--- src/rtl/vga_timing_generator.sv ---
// Raster timing for a VGA display: pixel-rate divider, h/v counters, and a
// one-pixel-deep output register that aligns colour, syncs and active.
module vga_timing_generator #(
  parameter int CLK_DIV   = 2,
  parameter int H_VISIBLE = 640,
  parameter int H_FRONT   = 16,
  parameter int H_SYNC    = 96,
  parameter int H_BACK    = 48,
  parameter int V_VISIBLE = 480,
  parameter int V_FRONT   = 10,
  parameter int V_SYNC    = 2,
  parameter int V_BACK    = 33,
  parameter bit SYNC_POL  = 1'b0
) (
  input  logic        clk,
  input  logic        rst,
  output logic [10:0] x,
  output logic [10:0] y,
  input  logic [2:0]  r,
  input  logic [2:0]  g,
  input  logic [2:0]  b,
  output logic [2:0]  vga_r,
  output logic [2:0]  vga_g,
  output logic [2:0]  vga_b,
  output logic        hsync,
  output logic        vsync,
  output logic        active,
  output logic        frame_start
);

  localparam int H_TOTAL = H_VISIBLE + H_FRONT + H_SYNC + H_BACK;
  localparam int V_TOTAL = V_VISIBLE + V_FRONT + V_SYNC + V_BACK;

  localparam logic [1:0]  DIV_LAST  = 2'(CLK_DIV - 1);
  localparam logic [10:0] H_LAST    = 11'(H_TOTAL - 1);
  localparam logic [10:0] V_LAST    = 11'(V_TOTAL - 1);
  localparam logic [10:0] H_VIS_END = 11'(H_VISIBLE);
  localparam logic [10:0] V_VIS_END = 11'(V_VISIBLE);
  localparam logic [10:0] H_SYN_BEG = 11'(H_VISIBLE + H_FRONT);
  localparam logic [10:0] H_SYN_END = 11'(H_VISIBLE + H_FRONT + H_SYNC);
  localparam logic [10:0] V_SYN_BEG = 11'(V_VISIBLE + V_FRONT);
  localparam logic [10:0] V_SYN_END = 11'(V_VISIBLE + V_FRONT + V_SYNC);

  function automatic logic syncLevel(input logic inPulse);
    return inPulse ? SYNC_POL : ~SYNC_POL;
  endfunction

  function automatic logic [8:0] blankRgb(input logic vis, input logic [8:0] rgb);
    return vis ? rgb : 9'd0;
  endfunction

  logic [1:0]  div;
  logic        pe;
  logic [10:0] hCount;
  logic [10:0] vCount;
  logic        hLast;
  logic        vLast;
  logic        vis;
  logic        hPulse;
  logic        vPulse;

  // With CLK_DIV=1 DIV_LAST is 0, so div never leaves 0 and pe stays high.
  assign pe     = (div == DIV_LAST);
  assign hLast  = (hCount == H_LAST);
  assign vLast  = (vCount == V_LAST);
  assign vis    = (hCount < H_VIS_END) && (vCount < V_VIS_END);
  assign hPulse = (hCount >= H_SYN_BEG) && (hCount < H_SYN_END);
  assign vPulse = (vCount >= V_SYN_BEG) && (vCount < V_SYN_END);

  assign x = hCount;
  assign y = vCount;

  always_ff @(posedge clk or posedge rst) begin
    if (rst) begin
      div <= 2'd0;
    end else if (pe) begin
      div <= 2'd0;
    end else begin
      div <= div + 2'd1;
    end
  end

  // Stage p0: raster counters, advancing once per pixel period
  always_ff @(posedge clk or posedge rst) begin
    if (rst) begin
      hCount <= 11'd0;
      vCount <= 11'd0;
    end else if (pe) begin
      if (hLast) begin
        hCount <= 11'd0;
        vCount <= vLast ? 11'd0 : vCount + 11'd1;
      end else begin
        hCount <= hCount + 11'd1;
      end
    end
  end

  // Stage p1: everything derived from one (x,y) loads together on the same pe
  always_ff @(posedge clk or posedge rst) begin
    if (rst) begin
      {vga_r, vga_g, vga_b} <= 9'd0;
      hsync                 <= ~SYNC_POL;
      vsync                 <= ~SYNC_POL;
      active                <= 1'b0;
      frame_start           <= 1'b0;
    end else begin
      frame_start <= pe && hLast && vLast;
      if (pe) begin
        {vga_r, vga_g, vga_b} <= blankRgb(vis, {r, g, b});
        hsync                 <= syncLevel(hPulse);
        vsync                 <= syncLevel(vPulse);
        active                <= vis;
      end
    end
  end

endmodule

--- config.mk ---
export PLATFORM = sky130hd
export DESIGN_NAME = vga_timing_generator
export DESIGN_NICKNAME = d
export VERILOG_FILES = /design/src/rtl/vga_timing_generator.sv
export SDC_FILE = /design/constraint.sdc
export NUM_CORES = 1
export LEC_CHECK = 0
export ABC_AREA = 1
export ABC_CLOCK_PERIOD_IN_PS = 1500
export CAP_MARGIN = 10
export CORE_ASPECT_RATIO = 0.6
export CORE_MARGIN = 10
export CORE_UTILIZATION = 45
export CTS_CLUSTER_DIAMETER = 60
export DETAILED_ROUTE_END_ITERATION = 6
export PLACE_DENSITY_LB_ADDON = 0.12
export SLEW_MARGIN = 20
export SYNTH_ARGS = -nofsm -noshare
export SYNTH_HDL_FRONTEND = slang
export SYNTH_SLANG_ARGS = --single-unit
--- constraint.sdc ---
create_clock -name clk -period 1.5 [get_ports clk]
set_input_delay 0.15 -clock clk [delete_from_list [all_inputs] [get_ports clk]]
set_output_delay 0.15 -clock clk [all_outputs]
set_load 0.01 [all_outputs]
==> summary by stage <==
GRT
The first-pass GRT wire length is 9018 um. The all-layer global routing usage is 0.1508. The number of antenna violations at the first check in global routing came to 0. The number of global-route vias before repair is 1774.

Summed over all layers, the global routing overflow is 0. The pin count of the biggest net entering global routing is 32.

Floorplanning
The number of top-level pins is 46. For this configuration, the core starts out at a cell density of 0.4715. The die boundary height is 71.18 um. The region available for standard cell placement spans 4167 um^2. The die covers 7495 um^2. The placement row count is 18.

The width of the die is 105.3 um.

Synthesis
The area share of the largest cell type after synthesis is 0.4459. For this run, the number of Yosys warnings is 0. The number of storage elements in the synthesis netlist is 37. The mapped netlist covers 1964 um^2. After synthesis, the cell types taking the most area are dfrtp_1 (45%), nand2_1 (18%), inv_1 (6.3%), nand3_1 (5.6%), nor2_1 (5.5%).

The number of nets in the synthesized netlist is 275. In this run the mean area of a mapped cell was 7.526 um^2. The number of different library cells used by synthesis comes to 23. The top cell type by total area after synthesis is dfrtp_1.

The post-synthesis sequential area ratio is 0.4726. The cell count after synthesis is 261.

Placed design
The instance area after placement is 2576 um^2. Summed over all nets, the half-perimeter wirelength after detailed placement is 4148 um. The final RePlAce weighted congestion is 0.8842. Counting tap cells, the placed design contains a total of 375 instances. The pre-CTS worst setup slack is 0.04998 ns. Input and output buffers added on the ports amount to 45.

Outcome
The run finished with clean final reports.

Clock network
No sink is reached through more buffers than the 2 on the longest clock path. The clock latency reported for the late side of the worst-skew pair is 0.30 ns. TritonCTS built the clock tree. The clock transition at the registers of the reported paths is 0.09 ns. Buffers inserted to repair hold after CTS numbered 0. Clock tree synthesis found a total of 37 sinks.

The master cell of the clock root buffer is clkbuf_8. The total clock buffers created by CTS is 5. The H-tree depth reported by CTS is 2.

Critical path
Along the worst path, the maximum fanout reaches 6. The worst path buffer plus inverter count is 1. The kind of end point of the critical path is a primary output. The master of the slowest instance on the critical path is clkdlybuf4s50_1. Walking the worst path, the cells encountered are clkdlybuf4s50_1. The gate family responsible for the most delay along the worst path is buffers and inverters. The arrival time at the worst endpoint is 1.31 ns. The startpoint kind of the worst setup timing path is a register. The data required time of the critical path is 1.35 ns. The largest incremental delay on the critical path is 0.57 ns.

Across all register-to-register paths, the minimum setup slack is 0.06 ns. The worst setup path is of the register to primary output kind.

Final layout
The finished layout holds 388 standard cells, fillers aside. The final design instance area without fill is 2801 um^2. The area growth from synthesis to layout is 42.61%.

The final standard cell utilization of the core is 0.6724. The final layout contains 341 nets. The proportion of layout cells with a drive suffix above 1 is 0.1646. The total inserted antenna cells is 0. The number of fill cells is 347.

Route
After detailed routing, the number of remaining DRC violations is 0. The final route contains 1874 vias. The detail route stage leaves a number of antenna-violating nets equal to 0. Using the TritonRoute via totals, the vias-per-cell ratio works out to 4.830. In the final routed layout, each cell accounts on average for 14.23 um. The first-pass iteration count of the detailed router is 5. The routed wire length is 5520 um.

The detailed router finished its first iteration with 86 violations.

Power
The power density normalized to cell area is 731.7 nW/um^2. Across the VDD grid, the largest voltage drop is 0.0005044 V. In this run the static leakage power is 1.497 nW.

STA
The number of failing hold endpoints at the final stage is 0. In the finished design, the share of the clock period the worst path needs comes to 0.9754. The fmax is 683.5 MHz. The normalized max-slew margin is 0.7245. The setup TNS is 0 ns. The minimum setup slack in the final design is 0.03693 ns. The actual slew at the worst max-slew pin is 0.4128 ns.

The worst clock skew on the final layout is 0.01235 ns. The number of pins exceeding their max-slew limit in the final report is 0. Setup repair after global routing could not meet its margin everywhere. The post-route minimum period is 1.463 ns. The count of endpoints failing setup in the final report is 0.

Worst hold path
The kind of path behind the tightest hold check is input port to async pin.

Flow run
The count of maximum capacitance violations is 0.
layout by cell type, fill, tap and decap left out, types with 2 or more instances in the layout:
master           count
buf_4               15
o21ai_0              9
nor2_1              22
nand4_1              7
xor2_1               7
inv_1               33
clkdlybuf4s50_1     38
nor3_1               5
dfrtp_2              7
nor2_2               8
nand2_1             91
dlygate4sd2_1        4
nor2_4               3
dfstp_2              2
nand2_4              2
nor3_2               2
o22a_1               2
ha_1                 2
dfrtp_1             28
nand3_1             22
dlymetal6s2s_1       3
clkbuf_8             6
path summary, 6_finish.rpt:
| check | startpoint | end | cells after the start |
|---|---|---|---|
| setup / recovery | y[5]$_DFFE_PP0P_ | y[5] | 1 |
| hold / removal | rst | x[0]$_DFFE_PP0N_ | 2 |
| setup reg to reg | x[0]$_DFFE_PP0N_ | y[3]$_DFFE_PP0P_ | 8 |
| hold reg to reg | vga_g[1]$_DFFE_PP0N_ | vga_g[1]$_DFFE_PP0N_ | 2 |
| max in group asynchronous | rst | hsync$_DFFE_PP1N_ | 3 |
| min in group clk | g[2] | vga_g[2]$_DFFE_PP0N_ | 3 |
synth_stat cells:
library cell / count
a21oi_4: 1
buf_2: 1
buf_4: 1
clkbuf_1: 1
dfrtp_1: 35
dfstp_2: 2
ha_1: 3
inv_1: 33
inv_2: 1
inv_4: 1
nand2_1: 92
nand2_4: 1
nand3_1: 22
nand3_2: 1
nand4_1: 7
nor2_1: 29
nor2_2: 2
nor2_4: 2
nor3_1: 7
o21ai_0: 9
o22a_1: 2
xnor2_1: 1
xor2_1: 7
cells by family after synthesis:
| kind of cell | synth area share |
|---|---|
| AO/OA/AOI/OAI | 0.04013 |
| XOR/XNOR | 0.03567 |
| AND/OR/NAND/NOR | 0.3560 |
| buffers and inverters | 0.07643 |
| adder cells (fa/ha/maj) | 0.01911 |
| flip-flops | 0.4726 |
per-layer routing:
metal / up-vias / track usage / wire length, um
met4: 0 / 0.04848 / 46
li1: 948 / - / -
met1: 871 / 0.2136 / 2995
met2: 50 / 0.2048 / 2114
met3: 5 / 0.05515 / 363
met5: - / 0 / 0
registers in the layout, summed over array words and instances (netlist names):
register / flops
x: 11
vga_r: 3
active: 1
vga_b: 3
vga_g: 3
hsync: 1
vsync: 1
div: 2
y: 11
frame_start: 1
area by class of cell:
type | instances | area, um^2 | share of cell area
Clock buffer | 6 | 82.58 | 0.02948
Multi-Input combinational cell | 186 | 938.4 | 0.3350
Sequential cell | 37 | 937.1 | 0.3345
Inverter | 35 | 133.9 | 0.04779
Tap cell | 60 | 75.07 | 0.02680
Timing Repair Buffer | 62 | 596.8 | 0.2130
Clock inverter | 2 | 37.54 | 0.01340
through the flow:
stage	power (mW)	hold slack, ns
floorplan	1.066	0.2877
global route	2.118	0.1193
global placement	1.135	0.4218
finish	2.050	0.09165
CTS	2.057	0.1015
detailed placement	1.135	0.4244
what timing repair did:
action                                  CTS  global route
gates resized for setup                   5            26
setup buffers                             0             4
gates cloned                              0             1
endpoints found under the setup margin    5            30
pin swaps                                 0             3
power by group:
group          switching [mW]  internal [mW]  leakage (nW)
sequential            0.00699           1.01         0.459
combinational          0.0430         0.0539         0.980
clock                   0.395          0.541        0.0574
Power figures use the tool's default switching activity.
==> RTL edit 1: new RTL, same settings <==
Set the parameter `SYNC_POL` to 1'b1 (it was 1'b0).
--- a/src/rtl/vga_timing_generator.sv
+++ b/src/rtl/vga_timing_generator.sv
@@ -10,7 +10,7 @@
   parameter int V_FRONT   = 10,
   parameter int V_SYNC    = 2,
   parameter int V_BACK    = 33,
-  parameter bit SYNC_POL  = 1'b0
+  parameter bit SYNC_POL  = 1'b1
 ) (
   input  logic        clk,
   input  logic        rst,
Formal check against the unedited RTL: not equivalent (a bounded check fails within 4 cycles, from zero or initial values and one cycle with rst high).
==> RTL edit 1 against the original RTL <==
- routed wire length fell by 8.6%
- cell area shrank 3.4%
- worst setup slack barely moved
- via count is 6.5% lower
- sequential cell count stayed put
- total power down 2.8%
- largest power group unchanged
- synthesized area is 1.0% lower
- combinational power decreased by 0.9%
- synthesized cell count fell by 5.0%
- cell count is 5.4% lower
- largest cell class is now flip-flops and latches
==> RTL edit 1: results (changes against the original RTL) <==
* Wire length of the first global-routing pass at 8110 um (-10%)
* Dpl cells at 356 (-5.1%)
* Met2 wire length at 2020 um (-4.4%)
* Post-synth cell types at 25 (+8.7%)
* DR iter-0 viols at 127 (+48%)
* Dpl cell area at 2510 um2 (-2.7%)
* Worst-margin pin slew at 423 ps (+9.82 ps)
* GR Util met2 at 18.3% (-2.2 points)
* Worst slack at placement at 42.2 ps (-7.79 ps)
* Detailed Place HPWL at 3720 um (-10%)
* Placer congestion estimate at 0.866 (-2.0%)
* Critical Path AT at 1690 ps (+380 ps)
* Final Skew at 9.18 ps (-3.17 ps)
* Maximum single-stage delay on the critical path at 410 ps (-160 ps)
* NetSw at 0.000430 W (-3.4%)
* Switching Share at 21.6% (-0.13 points)
* M1 GR Usage at 18.4% (-3.0 points)
* Leakage at 1.34 nW (-11%)
* WL met1 at 2530 um (-16%)
* Vias at 1,752 (-6.5%)
* Met3 wire len at 447 um (+23%)
* FILL cells at 375 (+8.1%)
* Peak supply drop at 0.452 mV (-10%)
* Most frequent cells after synthesis: 82 x nand2_1, 37 x dfrtp_1, 27 x nand3_1
* Total Routing Usage GR at 13.4% (-1.7 points)
* Status: completed
* Largest net degree at the start of global routing at 38 (+19%)
* Synthesized Nets at 262 (-4.7%)
* Design Area, Final at 2710 um2 (-3.4%)
* Crit path max fanout at 8 (+2)
* 1st-pass router iterations at 7 (+2)
-- RTL edit 1: cell count changes in the layout (fill, tap and decap cells not counted), moves of 3 or more --
cell	change
buf_4	-8
clkdlybuf4s50_1	+6
dfrtp_1	-4
dfrtp_2	+6
dlygate4sd2_1	-4
inv_1	-8
nand2_1	-9
nand2_2	+3
nand3_1	+4
nor2_1	-4
o21ai_1	+3
-- RTL edit 1: area by class of cell --
type	count	share of cell area, %
inverter	28	3.98
sequential	37	34.8
timing repair buffer	53	19.4
clock inverter	3	1.62
tap	60	2.78
multi-input combinational	181	34.8
clock buffer	5	2.54
-- RTL edit 1: final timing paths --
check | from | end | slack (ps) | cells past startpoint
setup / recovery | x[1] | y[8] | 40 | 7
min in group clk | g[2] | vga_g[2] | 410 | 3
hold / removal | rst | active | 210 | 3
setup reg to reg | x[1] | y[8] | 40 | 7
max in group asynchronous | rst | y[8] | 1080 | 3
hold reg to reg | vga_r[1] | vga_r[1] | 480 | 2
-- RTL edit 1: critical path: cells and delay by family (launching register included) --
family / cells / cell delay, ps
and+or+nand+nor: 6 / 750
DFF: 1 / 410
adders and majority gates: 1 / 240
-- RTL edit 1: logic make-up (layout without fill, tap and decap cells) --
| family | Yosys count | after routing | share of synthesized area, % |
|---|---|---|---|
| compound gates | 12 | 12 | 3.22 |
| simple gates | 157 | 158 | 37.0 |
| fa+ha+maj | 3 | 3 | 1.93 |
| xor+xnor | 8 | 8 | 3.60 |
| flops | 37 | 37 | 47.6 |
| buf+inv | 31 | 89 | 6.63 |
-- RTL edit 1: repair_timing --
item                       CTS  global route
resized for setup            4            18
setup buffers                0             2
setup endpoints to repair    4            25
gates cloned                 0             1
pin swaps                    0             5
==> RTL edit 2: new RTL, same flow settings <==
Made on the original files. Compare `hCount` against `H_LAST` with >= in place of ==.
--- a/src/rtl/vga_timing_generator.sv
+++ b/src/rtl/vga_timing_generator.sv
@@ -61,7 +61,7 @@
 
   // With CLK_DIV=1 DIV_LAST is 0, so div never leaves 0 and pe stays high.
   assign pe     = (div == DIV_LAST);
-  assign hLast  = (hCount == H_LAST);
+  assign hLast  = (hCount >= H_LAST);
   assign vLast  = (vCount == V_LAST);
   assign vis    = (hCount < H_VIS_END) && (vCount < V_VIS_END);
   assign hPulse = (hCount >= H_SYN_BEG) && (hCount < H_SYN_END);
Formal check against the unedited RTL: same outputs for any inputs over 10 cycles, from zero or initial values and one cycle with rst high; that may be too few to reach the edited logic, so the function may still have changed.
==> RTL edit 2 against the original RTL <==
- total power down 14%
- critical path depth unchanged
- combinational power down 3.2%
- critical path type unchanged
- critical endpoint is now y[8]
- clock skew down 7.7 ps
- sequential power about the same
- cell area up 2.7%
- first-iteration DRC count up 26%
- sequential cell count unchanged
- synthesized area up 4.1%
- die area up 3.1%
- global-route usage down 1.1 points
- routed wire length down 4.9%
- clock power down 31%
- worst setup slack better by 8.8 ps
==> RTL edit 2: results (changes against the original RTL) <==
* Status: completed
* 1st-pass router iterations at 4 (-1)
* Vias in the first global route at 1,806 (+1.8%)
* Xor and xnor area share after synthesis at 3.00% (-0.57 points)
* Mux contribution to synthesized area at 0% (unchanged)
* Largest net degree at the start of global routing at 38 (+19%)
* Adder-cell area share of the yosys netlist at 1.84% (-0.075 points)
* Crit path max fanout at 7 (+1)
* DR iter-0 viols at 108 (+26%)
* H-tree Lvls at 2 (unchanged)
* Clock transition at path regs at 70 ps (-20 ps)
* Register area share after synthesis at 45.4% (-1.9 points)
* Clk root buf: clkbuf_8
* Fraction of layout cells with a size suffix above 1 at 20.5% (+4.1 points)
* Ant diodes at 0 (unchanged)
* Post-synth cell types at 29 (+26%)
* Critical Path AT at 1300 ps
* Clk Latency, worst-skew pair at 280 ps (-20 ps)
* Slowest cell on crit path: clkdlybuf4s50_1
* Ys Warns at 0 (unchanged)
* # port buffers at 45 (unchanged)
* Placer congestion estimate at 0.894 (+1.1%)
* Wire length of the first global-routing pass at 8910 um (-1.2%)
* Asr flop ratio synth at 100% (unchanged)
* FILL cells at 372 (+7.2%)
* Slew headroom at 78.4% (+5.9 points)
* Synthesized Nets at 278 (+1.1%)
* Peak supply drop at 0.449 mV (-11%)
* Leakage at 1.43 nW (-4.7%)
* Vias at 1,878 (+0.21%)
* Final Skew at 4.67 ps (-7.68 ps)
* Top cells by area, synth: dfrtp_1 43%, nand2_1 15%, inv_1 6.8%
* Detailed Place HPWL at 3870 um (-6.8%)
* Post-synthesis compound-gate area fraction at 7.16% (+3.1 points)
* Max-slew violation count at 0 (unchanged)
* Switching Share at 21.4% (-0.34 points)
* Total Routing Usage GR at 13.9% (-1.1 points)
* Nets at 350 (+2.6%)
* Routed wire per std cell at 13.3 um (-6.9%)
* Path type of the worst min-delay path: input port to async pin
* Dpl cell area at 2650 um2 (+2.7%)
* Most frequent cells after synthesis: 79 x nand2_1, 37 x inv_1, 35 x dfrtp_1
* CTS Buf Count at 5 (unchanged)
* Initial antenna violation count at 0 (unchanged)
* Primary FF master, synth: dfrtp_1
==> RTL edit 2: layer usage <==
layer | global-route usage (%) | vias to the layer above | wire [um] | share of wire (%)
met5 | 0 | - | 0 | 0
met4 | 2.69 | 0 | 35 | 0.67
met1 | 20.0 | 849 | 2700 | 51
li1 | - | 963 | - | -
met2 | 18.9 | 61 | 2050 | 39
met3 | 5.73 | 5 | 467 | 8.9
==> RTL edit 2: worst register-to-register path, delay by kind of cell, from the launching register on <==
kind | cells | cell delay, ps
simple gates | 4 | 370
buf+inv | 3 | 530
flops | 1 | 430
==> RTL edit 2: cell type report <==
cell class	count	area, um2	area share (%)
multi-input cells	182	981	34.1
flip-flops and latches	37	938	32.6
repair buffers	69	648	22.5
inverters	41	158	5.48
well taps	60	75.1	2.61
clock buffers	6	72.6	2.52
clock inverters	1	5.00	0.174
==> RTL edit 2: cell families (layout without fill, tap and decap cells) <==
kind of cell,Yosys count,in the layout
buffers and inverters,46,117
AO/OA/AOI/OAI,25,25
flip-flops,37,37
AND/OR/NAND/NOR,146,147
XOR/XNOR,7,7
adder cells (fa/ha/maj),3,3
==> RTL edit 2: metrics by stage <==
| stage | setup WS [ps] | cells |
|---|---|---|
| after detailed placement | -4.79 | 378 |
| after CTS | 3.83 | 390 |
| after floorplan | 123 | 264 |
| after global placement | 29.0 | 378 |
| final | 45.8 | 396 |
| after global routing | -18.0 | 396 |
==> RTL edit 2: power by group through the flow <==
stage          logic (W)  registers (W)  clock network, W
2_1_floorplan  0.0000244        0.00104                 0
3_3_place_gp   0.0000969        0.00103                 0
3_5_place_dp   0.0000971        0.00103                 0
4_1_cts        0.0000973        0.00102          0.000671
5_1_grt         0.000105        0.00102          0.000721
6_report       0.0000938        0.00102          0.000644
==> RTL edit 2: repair_timing <==
item / 4_1_cts / 5_1_grt
pin swaps: 1 / 8
setup endpoints to repair: 17 / 28
gates cloned: 0 / 1
resized for setup: 6 / 21
setup buffers: 5 / 5
==> RTL edit 2: path summary, 6_finish.rpt <==
path,from,end,slack (ps),cells past startpoint
max in group asynchronous,rst,vsync,1040,3
hold reg to reg,vga_g[2],vga_g[2],490,2
setup reg to reg,div[0],y[1],90,7
setup / recovery,y[8],y[8],50,1
hold / removal,rst,y[1],210,3
min in group clk,r[0],vga_r[0],400,3
